===== src/rtl/oup_ulpi_reg_ctrl.sv =====
// oup_ulpi_reg_ctrl: ULPI link-side PHY register read/write sequencer with RX CMD capture
module oup_ulpi_reg_ctrl #(
  parameter int TIMEOUT_CYCLES = 64
) (
  input  logic       ulpi_clk_i,
  input  logic       rst_n_i,
  input  logic [7:0] ins_instruction_i,
  input  logic       ins_exec_i,
  output logic       ins_exec_done_o,
  output logic       ins_exec_aborted_o,
  output logic       busy_o,
  input  logic [7:0] phyreg_addr_i,
  input  logic [7:0] phyreg_data_i,
  output logic [7:0] phyreg_data_o,
  output logic       phyreg_data_load_o,
  output logic [7:0] rx_cmd_byte_o,
  output logic       rx_cmd_valid_o,
  input  logic [7:0] ulpi_data_i,
  output logic [7:0] ulpi_data_o,
  output logic       ulpi_data_oe_o,
  input  logic       ulpi_dir_i,
  input  logic       ulpi_nxt_i,
  output logic       ulpi_stp_o
);
  localparam int CW = $clog2(TIMEOUT_CYCLES + 1);
  typedef enum logic [3:0] {IDLE, TXCMD, TXDATA, STOP, RD_TURN, RD_DATA, RD_BACK, RXCMD, FINISH} state_t;
  state_t state, state_n;
  logic [CW-1:0] cnt;
  logic [5:0] addr;
  logic [7:0] wdata;
  logic rd, to_stop, to_stop_n, accept, done_n, aborted_n, load_n, rx_n, bad, expired;
  assign bad = ins_instruction_i > 8'h02 || phyreg_addr_i > 8'h3F;
  assign expired = cnt == CW'(TIMEOUT_CYCLES - 1);
  assign ulpi_data_oe_o = !ulpi_dir_i;
  assign ulpi_stp_o = state == STOP;
  assign busy_o = state != IDLE;
  assign ulpi_data_o = state == TXCMD ? {1'b1, rd, addr} : state == TXDATA ? wdata : 8'h00;
  always_comb begin
    state_n = state;
    to_stop_n = to_stop;
    accept = 1'b0;
    done_n = 1'b0;
    aborted_n = 1'b0;
    load_n = 1'b0;
    rx_n = 1'b0;
    case (state)
      IDLE:
        if (ulpi_dir_i) state_n = RXCMD;
        else if (ins_exec_i) begin
          if (bad) aborted_n = 1'b1;
          else if (ins_instruction_i == 8'h00) done_n = 1'b1;
          else begin
            accept = 1'b1;
            to_stop_n = 1'b0;
            state_n = TXCMD;
          end
        end
      TXCMD, TXDATA:
        if (ulpi_dir_i) begin
          aborted_n = 1'b1;
          state_n = RXCMD;
        end else if (ulpi_nxt_i) state_n = state == TXDATA ? STOP : rd ? RD_TURN : TXDATA;
        else if (expired) begin
          to_stop_n = 1'b1;
          state_n = STOP;
        end
      // a timed-out transmit still closes the bus with stp, then reports the abort
      STOP: begin
        aborted_n = to_stop;
        done_n = !to_stop;
        state_n = to_stop ? IDLE : FINISH;
      end
      RD_TURN:
        if (ulpi_dir_i) state_n = RD_DATA;
        else if (expired) begin
          aborted_n = 1'b1;
          state_n = IDLE;
        end
      RD_DATA: begin
        load_n = !ulpi_nxt_i;
        aborted_n = ulpi_nxt_i;
        state_n = ulpi_nxt_i ? RXCMD : RD_BACK;
      end
      RD_BACK:
        if (!ulpi_dir_i) begin
          done_n = 1'b1;
          state_n = FINISH;
        end else if (expired) begin
          aborted_n = 1'b1;
          state_n = IDLE;
        end
      RXCMD: begin
        rx_n = ulpi_dir_i && !ulpi_nxt_i && cnt != '0;
        state_n = ulpi_dir_i ? RXCMD : IDLE;
      end
      default: state_n = IDLE;
    endcase
  end
  always_ff @(posedge ulpi_clk_i or negedge rst_n_i) begin
    if (!rst_n_i) begin
      state <= IDLE;
      cnt <= '0;
      to_stop <= 1'b0;
      rd <= 1'b0;
      addr <= '0;
      wdata <= '0;
      ins_exec_done_o <= 1'b0;
      ins_exec_aborted_o <= 1'b0;
      phyreg_data_load_o <= 1'b0;
      rx_cmd_valid_o <= 1'b0;
      phyreg_data_o <= '0;
      rx_cmd_byte_o <= '0;
    end else begin
      state <= state_n;
      cnt <= state_n != state ? '0 : &cnt ? cnt : cnt + CW'(1);
      to_stop <= to_stop_n;
      ins_exec_done_o <= done_n;
      ins_exec_aborted_o <= aborted_n;
      phyreg_data_load_o <= load_n;
      rx_cmd_valid_o <= rx_n;
      if (accept) begin
        rd <= ins_instruction_i == 8'h02;
        addr <= phyreg_addr_i[5:0];
        wdata <= phyreg_data_i;
      end
      if (load_n) phyreg_data_o <= ulpi_data_i;
      if (rx_n) rx_cmd_byte_o <= ulpi_data_i;
    end
  end
endmodule


===== config.mk =====
export PLATFORM = sky130hd
export DESIGN_NAME = oup_ulpi_reg_ctrl
export DESIGN_NICKNAME = d
export VERILOG_FILES = /design/src/rtl/oup_ulpi_reg_ctrl.sv
export SDC_FILE = /design/constraint.sdc
export NUM_CORES = 1
export LEC_CHECK = 0
export CORE_UTILIZATION = 25
export DETAILED_ROUTE_END_ITERATION = 7
export SLEW_MARGIN = 10
export SYNTH_ARGS = -nofsm -noshare
export SYNTH_HDL_FRONTEND = slang
export SYNTH_SLANG_ARGS = --single-unit

===== constraint.sdc =====
create_clock -name ulpi_clk_i -period 3.2 [get_ports ulpi_clk_i]
set_clock_uncertainty 0.05 [all_clocks]
set_input_delay 0.32 -clock ulpi_clk_i [delete_from_list [all_inputs] [get_ports ulpi_clk_i]]
set_output_delay 0.32 -clock ulpi_clk_i [all_outputs]
set_load 0.1 [all_outputs]

==> summary.md <==
| Metric | Value |
|---|---|
| Run status | complete, but fails checks |
| Failing checks | hold timing |
| Synth Register Bits | 47 |
| Hpwl dp | 4220 um |
| Largest cells by area after synthesis | dfrtp_1, mux2_2, mux2_1 |
| Simple-Gate Fraction of Synth Area | 16.6% |
| CTS tree | yes |
| PwrDens | 876 nW/um^2 |
| Hold_buf cts | 0 |
| RSZ-0062 raised after global routing | false |
| Post-synthesis adder-cell area fraction | 0.994% |
| Vias | 1,945 |
| Worst min-delay path class | in2async |
| Post-DP Area | 3350 um^2 |
| Initial antenna violation count | 0 |
| Largest family of logic cells by synthesized area | simple AND/OR/NAND/NOR gates |
| Netlist area before placement | 2520 um^2 |
| Routing usage on met2 | 18.5% |
| Fmax | 391 MHz |
| Pre-Repair DR Iteration Count | 4 |
| Setup TNS | 0 ns |
| Max stage delay on crit path | 0.65 ns |
| Most frequent cells in the layout | clkdlybuf4s50_1, dfrtp_1, nor2_1 |
| CP max stage cell | nor2_1 |
| Die ar. | 10,500 um^2 |
| Nets | 323 |
| Synth area leader | dfrtp_1 |
| GRT Overall Usage | 11.7% |
| Levels on crit path | 4 |
| Top Usage Layer GRT | met2 |
| Pins over their slew limit | 0 |
| Synth Area in Compound Gates | 15.9% |
| Worst path required time | 2.83 ns |
| Placer Congestion | 0.820 |
| Final WL | 5800 um |
| EDFF count, synth | 0 |
| WHS | -0.00614 ns |
| First-pass GRT wire length | 9500 um |
| DRC | 0 |
| Max-slew headroom | 34.0% |
| Fin crit period | 2.56 ns |
| Cell variety after synth | 56 |
| Routed len/inst | 13.9 um |
| Final hold violations | 20 |
| CTS Buffer Depth | 2 |
| Sequential area share after synthesis | 46.7% |
| H-tree Lvls | 2 |
| Met3 usage | 3.42% |
| FFs w/ async S/R, synth | 100% |
| Arr. time, crit path | 2.19 ns |
| P&R area growth vs syn | 37.7% |
| CP Cell Sequence | nor2_1 > a22oi_1 > nor2_1 > buf_12 |
| ANT cells | 0 |
| Die width | 102 um |
| Antenna Violating Nets Remaining | 0 |
| Initial Util | 25.8% |
| Place WS | 0.590 ns |
| Leak | 1.52 nW |
| Post-Syn Nets | 259 |
| CP Capture Type | output pin |
| Grt ovf | 0 |
| Synth Flop Type | dfrtp_1 |
| Largest net degree at the start of global routing | 30 |
| Number of global-route vias before repair | 1,919 |
| Final Setup Violations | 0 |
| Commonest non-fill, non-tap cell in the layout | clkdlybuf4s50_1 |
| Placement row count | 36 |
| Crit Path Class | reg2out |
| Crit path max fanout | 19 |
| Worst r2r path cells | 5 |
| Worst path most repeated cell | nor2_1 |
| Clock transition at path regs | 0.09 ns |
| Final Cell Area | 3470 um^2 |
| Xor/xnor share of the synthesized area | 0.695% |
| Drt via density | 4.65 |
| Post-CTS Resized | 0 |
| Initial DRC Count | 57 |
| Synth warnings | 0 |
| IO Port Bufs | 67 |
| Met1 usage in global routing | 15.6% |
| Type of origin of the critical path | flop |
| Setup bufs post-CTS | 0 |
| Mean post-synth cell area | 11.4 um^2 |
| Clk sinks | 47 |
| Multiplexer share of the synthesized area | 14.3% |
| IO Count | 68 |
| CTS Buf Count | 5 |
| Cells after Synth | 220 |
| Worst Max-Slew Pin Slew | 0.987 ns |
| Tcrit/Tclk final | 79.9% |
| Max-cap violations | 0 |
| Core footprint | 9770 um^2 |
| Buf+Inv Stages, Crit Path | 1 |
| Setup ws final | 0.642 ns |
| Share of cells above drive strength 1 | 18.9% |
| Clock latency on the worst-skew pair | 0.30 ns |
| Peak VDD IR | 723 uV |
| Family with the most delay on the worst path | simple AND/OR/NAND/NOR gates |
| Post-synth top area share | 46.7% |
| Clock Tree Root | clkbuf_8 |
| Die Height | 102 um |
[sequential cells by signal, indices dropped and copies added, names as in the netlist]
name,cells
phyreg_data_o,8
rx_cmd_byte_o,8
wdata,8
cnt,7
addr,6
state,4
ins_exec_aborted_o,1
ins_exec_done_o,1
phyreg_data_load_o,1
rd,1
rx_cmd_valid_o,1
to_stop,1
[where the power goes]
| part | internal, mW | switching [mW] |
|---|---|---|
| combinational | 0.516 | 1.20 |
| sequential | 0.711 | 0.139 |
| clock | 0.257 | 0.214 |
[logic make-up (layout without fill, tap and decap cells)]
logic type               after synthesis  in the layout
adder cells (fa/ha/maj)                2              2
AND/OR/NAND/NOR                       68             68
buffers and inverters                 22             87
XOR/XNOR                               2              2
AO/OA/AOI/OAI                         47             47
flip-flops                            47             47
multiplexers                          32             32
[worst reg2reg max path, cell delays in order, from the launching register on]
cell	delay [ns]
dfrtp_1	0.61
or2_1	0.50
o31ai_4	0.40
a2111oi_2	0.10
nor4b_4	0.49
o211a_1	0.22
[metrics by stage]
| step | std cells | util (%) | power, mW | hold WS, ns |
|---|---|---|---|---|
| 2_1_floorplan | 220 | - | 2.21 | -0.0256 |
| 3_3_place_gp | 410 | 34.2 | 2.58 | 0.357 |
| 3_5_place_dp | 410 | 34.2 | 2.58 | 0.355 |
| 4_1_cts | 418 | 35.5 | 3.06 | 0.0114 |
| 5_1_grt | 418 | 35.5 | 3.19 | 0.0286 |
| 6_report | 418 | 35.5 | 3.04 | -0.00614 |
[metal layers]
layer	wire (um)	vias to the layer above
met4	66	0
met2	2690	35
li1	-	932
met5	0	-
met3	289	7
met1	2760	971
[area by class of cell]
class | instances | area, um^2
tap | 133 | 166
fill | 993 | 6310
sequential | 47 | 1180
clock inverter | 2 | 38.8
timing repair buffer | 70 | 748
clock buffer | 6 | 82.6
inverter | 9 | 33.8
multi-input combinational | 151 | 1220
[synthesized netlist by cell type, types with 2 or more instances]
| master | count |
|---|---|
| o211a_1 | 4 |
| and3_1 | 4 |
| mux2_1 | 15 |
| nor2_1 | 17 |
| clkbuf_1 | 4 |
| or3_1 | 3 |
| dfrtp_1 | 47 |
| nor3_1 | 2 |
| o21ai_0 | 5 |
| a21oi_1 | 10 |
| nor2b_1 | 6 |
| or2_1 | 2 |
| o21bai_1 | 2 |
| or2_2 | 2 |
| o22ai_1 | 2 |
| inv_1 | 9 |
| buf_2 | 3 |
| a22oi_1 | 7 |
| mux2_2 | 16 |
| a311oi_1 | 2 |
| nand3_1 | 7 |
| ha_1 | 2 |
| nor4_1 | 3 |
| and2_1 | 3 |
| nand2_1 | 6 |
| buf_6 | 4 |
| xnor2_1 | 2 |
| nand2b_1 | 3 |
[path summary, 6_finish.rpt]
path	from	endpoint	slack, ns
max in group asynchronous	rst_n_i	addr[3]	2.40
max reg2reg	state[2]	cnt[3]	0.77
min	rst_n_i	rx_cmd_byte_o[2]	-0.006
max	state[0]	ulpi_data_o[4]	0.64
min in group ulpi_clk_i	wdata[1]	wdata[1]	0.45
min reg2reg	wdata[1]	wdata[1]	0.45
Note: power is estimated with default switching activity, not from simulation.
